File: src/rtl/pipe_hazard_ctrl.sv
// Hazard/pipeline control for the 5-stage RV32 core: post-reset bubble fill,
// load-use stall, branch/jump redirect, and performance event counters.
module pipe_hazard_ctrl #(
    parameter int unsigned INIT_CYCLES = 4
) (
    input  logic        clk,
    input  logic        rst_n,
    input  logic [4:0]  id_rs1,
    input  logic [4:0]  id_rs2,
    input  logic        id_uses_rs1,
    input  logic        id_uses_rs2,
    input  logic        ex_memRead,
    input  logic [4:0]  ex_rd,
    input  logic        mem_branch,
    input  logic        mem_zero,
    input  logic        mem_bne,
    input  logic        mem_jump,
    input  logic        cnt_clr,
    output logic        pc_write,
    output logic        pc_sel,
    output logic        if_id_write,
    output logic        if_id_flush,
    output logic        id_ex_flush,
    output logic        ex_mem_flush,
    output logic        mem_wb_flush,
    output logic [31:0] cycle_cnt,
    output logic [31:0] stall_cnt,
    output logic [31:0] redirect_cnt
);

    localparam int unsigned INIT_W = 4;
    localparam int unsigned CNT_W  = 32;

    typedef enum logic {
        ST_INIT = 1'b0,
        ST_RUN  = 1'b1
    } state_t;

    state_t              r_state;
    state_t              w_state_nxt;
    logic [INIT_W-1:0]   r_init_cnt;
    logic [INIT_W-1:0]   w_init_cnt_nxt;
    logic [CNT_W-1:0]    r_cycle_cnt;
    logic [CNT_W-1:0]    r_stall_cnt;
    logic [CNT_W-1:0]    r_redirect_cnt;
    logic                w_taken;
    logic                w_load_use;

    // Hazard decode from the current stage-register outputs
    assign w_taken    = mem_jump | (mem_branch & (mem_zero ^ mem_bne));
    assign w_load_use = ex_memRead & (ex_rd != 5'd0) &
                        ((id_uses_rs1 & (id_rs1 == ex_rd)) |
                         (id_uses_rs2 & (id_rs2 == ex_rd)));

    always_ff @(posedge clk or negedge rst_n) begin
        if (!rst_n) begin
            r_state    <= ST_INIT;
            r_init_cnt <= '0;
        end else begin
            r_state    <= w_state_nxt;
            r_init_cnt <= w_init_cnt_nxt;
        end
    end

    // Next state plus Mealy pipeline controls; redirect outranks the stall
    always_comb begin
        w_state_nxt    = r_state;
        w_init_cnt_nxt = r_init_cnt;
        pc_write       = 1'b1;
        pc_sel         = 1'b0;
        if_id_write    = 1'b1;
        if_id_flush    = 1'b0;
        id_ex_flush    = 1'b0;
        ex_mem_flush   = 1'b0;
        mem_wb_flush   = 1'b0;
        case (r_state)
            ST_INIT: begin
                pc_write       = 1'b0;
                if_id_write    = 1'b0;
                if_id_flush    = 1'b1;
                id_ex_flush    = 1'b1;
                ex_mem_flush   = 1'b1;
                mem_wb_flush   = 1'b1;
                w_init_cnt_nxt = r_init_cnt + INIT_W'(1);
                if (r_init_cnt == INIT_W'(INIT_CYCLES - 1)) begin
                    w_state_nxt = ST_RUN;
                end
            end
            ST_RUN: begin
                if (w_taken) begin
                    pc_sel       = 1'b1;
                    if_id_flush  = 1'b1;
                    id_ex_flush  = 1'b1;
                    ex_mem_flush = 1'b1;
                end else if (w_load_use) begin
                    pc_write    = 1'b0;
                    if_id_write = 1'b0;
                    id_ex_flush = 1'b1;
                end
            end
            default: w_state_nxt = ST_INIT;
        endcase
    end

    // Event counters advance only while running; clear wins over increments
    always_ff @(posedge clk or negedge rst_n) begin
        if (!rst_n) begin
            r_cycle_cnt    <= '0;
            r_stall_cnt    <= '0;
            r_redirect_cnt <= '0;
        end else if (r_state == ST_RUN) begin
            if (cnt_clr) begin
                r_cycle_cnt    <= '0;
                r_stall_cnt    <= '0;
                r_redirect_cnt <= '0;
            end else begin
                r_cycle_cnt <= r_cycle_cnt + CNT_W'(1);
                if (w_taken) begin
                    r_redirect_cnt <= r_redirect_cnt + CNT_W'(1);
                end else if (w_load_use) begin
                    r_stall_cnt <= r_stall_cnt + CNT_W'(1);
                end
            end
        end
    end

    assign cycle_cnt    = r_cycle_cnt;
    assign stall_cnt    = r_stall_cnt;
    assign redirect_cnt = r_redirect_cnt;

endmodule

File: config.mk
export PLATFORM = sky130hd
export DESIGN_NAME = pipe_hazard_ctrl
export DESIGN_NICKNAME = d
export VERILOG_FILES = /design/src/rtl/pipe_hazard_ctrl.sv
export SDC_FILE = /design/constraint.sdc
export NUM_CORES = 1
export LEC_CHECK = 0
export ABC_AREA = 1
export BUFFER_PORTS_ARGS = -buffer_cell sky130_fd_sc_hd__buf_2
export CAP_MARGIN = 20
export CORE_AREA = 10 10 116 128
export DETAILED_ROUTE_END_ITERATION = 7
export DIE_AREA = 0 0 126 138
export MAX_ROUTING_LAYER = met4
export PLACE_DENSITY = 0.81
export SLEW_MARGIN = 0
export SYNTH_ARGS = -nofsm -noshare
export SYNTH_HDL_FRONTEND = slang
export SYNTH_SLANG_ARGS = --single-unit
File: constraint.sdc
create_clock -name clk -period 2.1 [get_ports clk]
set_input_delay 0.105 -clock clk [delete_from_list [all_inputs] [get_ports clk]]
set_output_delay 0.105 -clock clk [all_outputs]
set_load 0.03 [all_outputs]
==> metrics.md, run 1 <==
| Metric | Value |
|---|---|
| Vias in the first global route | 6,833 |
| Post-synth cell types | 33 |
| Relative slew slack | 0.7095 |
| Die Width | 126 microns |
| Worst IR drop on VDD | 501.5 uV |
| Initial DRC Count | 544 |
| Reg2reg path depth | 6 |
| Outcome | completed |
| Nets@finish | 1,236 |
| Initial antenna violation count | 0 |
| Post-synthesis sequential area ratio | 0.3695 |
| First-pass GRT wire length | 32.75 mm |
| CTS Buffer Depth | 2 |
| R2r startpoint | r_state |
| Clk_lat worst skew | 0.36 ns |
| Syn Area/Cell | 6.316 sq um |
| Wire per inst | 14.21 microns |
| H-tree depth | 3 |
| Clk root buf | clkbuf_16 |
| Die area | 17,390 sq um |
| Max-cap violations | 0 |
| Worst hold path class | input port to async pin |
| Post-CTS setup repair buffer count | 0 |
| Crit Path Max Fanout | 39 |
| Pwr dens | 534.8 nW/um^2 |
| Fraction of layout cells with a size suffix above 1 | 0.1592 |
| Clock transition at the registers of the reported paths | 0.07 ns |
| Rows | 43 |
| Final Setup Violations | 0 |
| Worst Max-Slew Pin Slew | 0.4325 ns |
| Drt via density | 5.264 |
| Worst reg2reg endpoint | redirect_cnt[10] |
| Core area | 12,370 sq um |
| Ys async rst share | 1.000 |
| Remaining DRCs | 0 |
| EDFF count, synth | 0 |
| R2R setup slack | 0.32 ns |
| # diodes | 0 |
| Final WL | 19.46 mm |
| Cell type with the largest total area after synthesis | dfrtp_1 |
| Synth top cells by count | nand2_1 (392), nor2_1 (205), dfrtp_1 (101), inv_1 (100), nand3_1 (95) |
| DR vias | 7,207 |
| Gpl congestion | 0.9354 |
| Count leader, synth | nand2_1 |
| Initial Util | 0.5528 |
| Max Slew Vio Count | 0 |
| Syn Nets | 1,112 |
| CTS tree | built |
| # port buffers | 127 |
| CP Class | flip-flop to flip-flop |
| Area grow syn2layout | 16.01% |
| Ys flop type | dfrtp_1 |
| Mapped Area | 6840 sq um |
| Drt first pass iters | 7 |
| Setup WS post-layout | 0.3210 ns |
| Share of the synthesized area in the top cell type | 0.3695 |
| Leak | 3.953 nW |
| Final HPWL DP | 14.74 mm |
| # IOs | 128 |
| Setup TNS | 0 ns |
| CTS buffer count | 9 |
| CP required | 2.33 ns |
| Fmax | 0.5621 GHz |
| Fillers | 1,167 |
| Final Skew | 0.007673 ns |
| Crit share post-route | 0.8471 |
| Syn. warnings | 0 |
| Crit. End Element | flip-flop |
| Largest net degree at the start of global routing | 56 |
| RSZ-0062 raised after global routing | false |
| Critical Path AT | 2.01 ns |
| Minimum clock period | 1.779 ns |
| Die height | 138 microns |
| Syn Inst Count | 1,083 |
| CTS sink cnt | 101 |
| DRT antenna net count | 0 |
| Crit path launch type | flip-flop |
| Gr usage total | 0.2276 |
| Pre-CTS setup slack | 0.3431 ns |
| Gr ovfl total | 0 |
| Hold Vio Cnt, Final | 0 |
| Synth Register Bits | 101 |
| Synth top area cells | dfrtp_1 (37%), nand2_1 (22%), nor2_1 (11%), nand3_1 (7.0%), inv_1 (5.5%) |
==> worst max-delay path by stage <==
stage                     depth (start not counted)          endpoint          from
after floorplan                                   9     stall_cnt[16]  stall_cnt[0]
after global placement                            9     stall_cnt[16]  stall_cnt[0]
after detailed placement                          6  redirect_cnt[10]       r_state
after CTS                                         6  redirect_cnt[10]       r_state
after global routing                              7     stall_cnt[10]       r_state
final                                             6  redirect_cnt[10]       r_state
==> power by group <==
group          switching [W]  total [W]  leakage (nW)  internal, W
sequential         0.0000487    0.00203          1.39      0.00198
combinational       0.000353   0.000493          2.41     0.000141
clock               0.000788    0.00172         0.146     0.000931
total                0.00119    0.00424          3.95      0.00305
==> worst max-delay path, cell delays in order, from the launching register on <==
cell,delay (ns)
dfrtp_1,0.57
nand2_2,0.27
nand2_1,0.15
buf_4,0.34
nand2_1,0.12
nor2_1,0.14
nor3b_2,0.06
==> sequential cells by signal (all words and copies together), names as in the netlist <==
register	flops
cycle_cnt	32
r_init_cnt	4
r_state	1
redirect_cnt	32
stall_cnt	32
==> stage by stage <==
step	cell area [sq um]	hold slack (ns)	utilization	power, W	instances
floorplan	6840	-0.1906	-	0.002364	1083
global placement	7626	-0.01111	0.6163	0.002557	1352
detailed placement	7626	-0.007986	0.6163	0.002561	1352
CTS	7935	0.1545	0.6413	0.004278	1369
global route	7935	0.1692	0.6413	0.004417	1369
finish	7935	0.1489	0.6413	0.004243	1369
==> cell families after synthesis <==
group / share of synthesized area
simple gates: 0.4681
buf+inv: 0.08195
flops: 0.3695
compound gates: 0.04372
xor+xnor: 0.02945
fa+ha+maj: 0.007317
==> cell type report <==
| class | count | area (sq um) | share of cell area |
|---|---|---|---|
| flip-flops and latches | 101 | 2527 | 0.3185 |
| multi-input cells | 848 | 3752 | 0.4729 |
| well taps | 157 | 196.4 | 0.02476 |
| clock inverters | 7 | 73.82 | 0.009303 |
| inverters | 105 | 394.1 | 0.04967 |
| clock buffers | 9 | 225.2 | 0.02838 |
| repair buffers | 142 | 765.7 | 0.09650 |
==> routing by layer <==
layer	vias up	track usage	routed length [microns]
met5	-	-	0
met1	3304	0.2819	8410
met4	0	0.06719	322
met3	28	0.03786	1167
li1	3639	-	-
met2	236	0.3733	9558
==> cells in the final DEF, fill, tap and decap left out, types with 4 or more instances in the layout <==
cell type / n
o21ai_0: 30
nand3_1: 95
nor2_2: 12
dfrtp_1: 101
inv_2: 5
inv_1: 100
nor3_1: 8
nand2_2: 6
a21o_1: 4
xnor2_1: 10
ha_1: 4
buf_2: 126
nand4_1: 27
clkbuf_16: 9
nand2_1: 392
xor2_1: 13
buf_4: 14
nor2_1: 205
a21oi_1: 18
nand3_2: 4
==> repair_timing <==
action / 4_1_cts / 5_1_grt
hold buffers: 1 / 0
resized for setup: 0 / 0
hold endpoints to repair: 71 / 0
Note: power is estimated with default switching activity, not from simulation.
==> inputs of run 2 (changes only) <==
Settings changed: ABC_AREA 1 to 0, CORE_AREA 10 10 116 128 to 10 10 111 123, DIE_AREA 0 0 126 138 to 0 0 121 133, PLACE_DENSITY 0.81 to 0.76.
Clock period 2.1 ns to 1.45 ns, I/O delays scaled along.
==> metrics.md, run 2 <==
| Metric | Value |
|---|---|
| Gpl congestion | 0.9074 (-3.0%) |
| First-pass GRT wire length | 34.69 mm (+5.9%) |
| Critical Path AT | 2.28 ns (+0.27 ns) |
| Worst IR drop on VDD | 713.2 uV (+42%) |
| Syn Inst Count | 579 (-47%) |
| Post-Place Cells | 982 (-27%) |
| Clk_lat worst skew | 0.36 ns (about the same) |
| Pwr dens | 629.8 nW/um^2 (+18%) |
| Final WL | 25.84 mm (+33%) |
| Synth top cells by count | dfrtp_1 (101), nor2_1 (72), nand2_1 (41), xnor2_1 (41), nand3_1 (39) |
| CP Class | flip-flop to flip-flop |
| Internal power | 0.004556 W (+49%) |
| Relative slew slack | 0.7366 (+0.02707) |
| Peak per-stage delay on the critical path | 0.40 ns (-0.17 ns) |
| Gate power share | 0.125 (+0.009) |
| Wire per inst | 24.20 microns (+70%) |
| # port buffers | 127 (unchanged) |
| Area grow syn2layout | 81.58% |
| Fraction of layout cells with a size suffix above 1 | 0.6460 (+0.4867) |
| Fmax | 0.4985 GHz (-11%) |
| Nets@finish | 942 (-24%) |
| Pre-CTS setup slack | -0.5299 ns (-0.8730 ns) |
| Setup WS post-layout | -0.5560 ns (-0.8771 ns) |
| CTS buffer count | 9 (unchanged) |
| CP required | 1.72 ns (-0.61 ns) |
| Die Width | 121 microns (-4.0%) |
| Hold Vio Cnt, Final | 0 (unchanged) |
| Synth Register Bits | 101 (unchanged) |
| Max Slew Vio Count | 0 (unchanged) |
| Initial antenna violation count | 0 (unchanged) |
| CTS Buffer Depth | 2 (unchanged) |
| Outcome | finished with violations |
| Final HPWL DP | 12.36 mm (-16%) |
| Crit Path Max Fanout | 6 (-85%) |
| Initial Util | 0.4795 (-0.07333) |
| Ys async rst share | 1.000 (unchanged) |
| Total power | 0.006160 W (+45%) |
| Rows | 41 (-4.7%) |
| CTS tree | built |
| Count leader, synth | dfrtp_1 |
| Post-Layout Cell Count | 1,068 (-22%) |
| DR vias | 6,522 (-9.5%) |
| Failing checks | setup timing |
| CP cell instances | nand4_1 -> nor4_2 -> nand4_1 -> buf_6 -> or3_1 -> a21oi_2 |
| Placed inst area | 7679 sq um (+0.69%) |
| Drt first pass iters | 5 (-2) |
| Final Setup Violations | 106 (+106) |
| Max-cap violations | 0 (unchanged) |
| Cell area after layout | 9781 sq um (+23%) |
| # IOs | 128 (unchanged) |
| R2R setup slack | -0.56 ns (-0.88 ns) |
| RSZ-0062 raised after global routing | true |
| Largest net degree at the start of global routing | 48 (-14%) |
| Post-synthesis sequential area ratio | 0.4692 (+0.09973) |
| Worst path slowest cell | nor4_2 |
| Clock transition at the registers of the reported paths | 0.07 ns (about the same) |
| CTS sink cnt | 101 (unchanged) |
| Crit. End Element | flip-flop |
| Final core occ | 0.8706 (+0.2293) |
| Clk root buf | clkbuf_16 |
| Share of the synthesized area in the top cell type | 0.4692 (+0.09973) |
| M1 WL | 8.945 mm (+6.4%) |
| Die area | 16,090 sq um (-7.4%) |
| Initial DRC Count | 489 (-10%) |
| Crit path launch type | flip-flop |
| DRT antenna net count | 0 (unchanged) |
| Gr ovfl total | 0 (unchanged) |
| Post-synth cell types | 52 (+58%) |
| Vias in the first global route | 6,658 (-2.6%) |
| Reg2reg path depth | 6 (unchanged) |
| Syn. warnings | 0 (unchanged) |
| R2r startpoint | redirect_cnt[2] |
| Sequential Power Share | 0.463 (-0.016) |
| Drt via density | 6.107 (+16%) |
| Minimum clock period | 2.006 ns (+0.2271 ns) |
| Core area | 11,230 sq um (-9.2%) |
| Worst path most repeated cell | nand4_1 |
| Crit share post-route | 1.383 (+0.5363) |
| Sw Share | 0.2604 (-0.01992) |
| Cell type with the largest total area after synthesis | dfrtp_1 |
| Multi-input gate area | 3864 sq um (+3.0%) |
| Worst reg2reg endpoint | redirect_cnt[16] |
| Top Metal Used | met4 |
| Ys flop type | dfrtp_1 |
| Syn Area/Cell | 9.303 sq um (+47%) |
| Clock power share | 0.412 (+0.007) |
| Register area | 2591 sq um (+2.5%) |
| Commonest non-fill, non-tap cell in the layout | buf_4 |
| Fillers | 497 (-57%) |
| Synth top area cells | dfrtp_1 (47%), xnor2_1 (6.7%), nor2_1 (5.0%), xor2_1 (4.6%), nand3_1 (3.6%) |
| Syn Nets | 608 (-45%) |
| Die height | 133 microns (-3.6%) |
| Commonest non-fill, non-tap cells in the layout | buf_4 (145), buf_2 (117), buf_6 (62) |
| Remaining DRCs | 0 (unchanged) |
| Psw | 0.001604 W (+35%) |
| Final Skew | 0.01056 ns (+0.002883 ns) |
| Mapped Area | 5386 sq um (-21%) |
| Leak | 4.538 nW (+15%) |
| EDFF count, synth | 0 (unchanged) |
| # diodes | 0 (unchanged) |
| Routed met2 length | 13.17 mm (+38%) |
| Worst Max-Slew Pin Slew | 0.3916 ns (-0.04089 ns) |
| Met3 WL | 1.987 mm (+70%) |
| Gr usage total | 0.2753 (+0.04771) |
| H-tree depth | 3 (unchanged) |
| Worst hold path class | input port to async pin |
==> run 2: cell count changes after synthesis, moves of 15 or more <==
cell	before	now
inv_1	100	24
nor2_1	205	72
xor2_1	13	28
or3_1	0	21
nand3_1	95	39
nand2_1	392	41
xnor2_1	10	41
==> run 2: worst max-delay path: cells and delay by family (launching register included) <==
family | cells | cell delay, ns
AOI/OAI and AO/OA | 1 | 0.17
buffers and inverters | 1 | 0.21
and+or+nand+nor | 4 | 1.15
DFF | 1 | 0.38
==> run 2: routing by layer <==
layer,vias to the layer above,GRT usage
li1,2713,-
met1,3186,0.2962
met2,470,0.4758
met3,153,0.04979
met4,0,0.1329
met5,-,-
==> run 2: power by group through the flow <==
stage                     sequential (W)  combinational [W]  clock, W
final                            0.00285           0.000771   0.00254
after global routing             0.00285           0.000805   0.00266
after CTS                        0.00285           0.000673   0.00250
after detailed placement         0.00291           0.000502         0
after global placement           0.00291           0.000485         0
after floorplan                  0.00294           0.000203         0
==> run 2: what timing repair did <==
action / 4_1_cts / 5_1_grt
hold buffers: 1 / 0
endpoints found under the hold margin: 24 / 0
pin swaps: 79 / 97
buffers inserted: 40 / 28
resized for setup: 163 / 121
cloned: 12 / 1
endpoints found under the setup margin: 96 / 106
==> run 2: logic make-up after synthesis <==
| logic type | synth area share |
|---|---|
| adder cells (fa/ha/maj) | 0.009292 |
| flip-flops | 0.4692 |
| multiplexers | 0.01719 |
| AO/OA/AOI/OAI | 0.09803 |
| XOR/XNOR | 0.1122 |
| buffers and inverters | 0.03647 |
| AND/OR/NAND/NOR | 0.2576 |
==> run 2: layout make-up <==
class,instances,area share
sequential,101,0.2649
clock buffer,11,0.02482
tap,150,0.01919
inverter,24,0.01049
timing repair buffer,342,0.2794
multi-input combinational,435,0.3950
clock inverter,5,0.006140
==> run 2: worst max-delay path by stage <==
stage | end | slack (ns) | depth (start not counted) | start
3_5_place_dp | stall_cnt[20] | -0.53 | 8 | ex_rd[4]
2_1_floorplan | stall_cnt[27] | -0.46 | 6 | stall_cnt[11]
6_report | redirect_cnt[16] | -0.56 | 6 | redirect_cnt[2]
5_1_grt | redirect_cnt[16] | -0.62 | 6 | redirect_cnt[2]
4_1_cts | cycle_cnt[24] | -0.36 | 7 | cycle_cnt[1]
3_3_place_gp | stall_cnt[28] | -0.65 | 7 | ex_rd[2]
==> run 2: stage by stage <==
step           setup TNS (ns)  hold WS [ns]
2_1_floorplan          -16.51       -0.2231
3_3_place_gp           -25.58       0.01556
3_5_place_dp           -26.10       0.01986
4_1_cts                -20.85        0.1477
5_1_grt                -41.89        0.2136
6_report               -36.90        0.1903
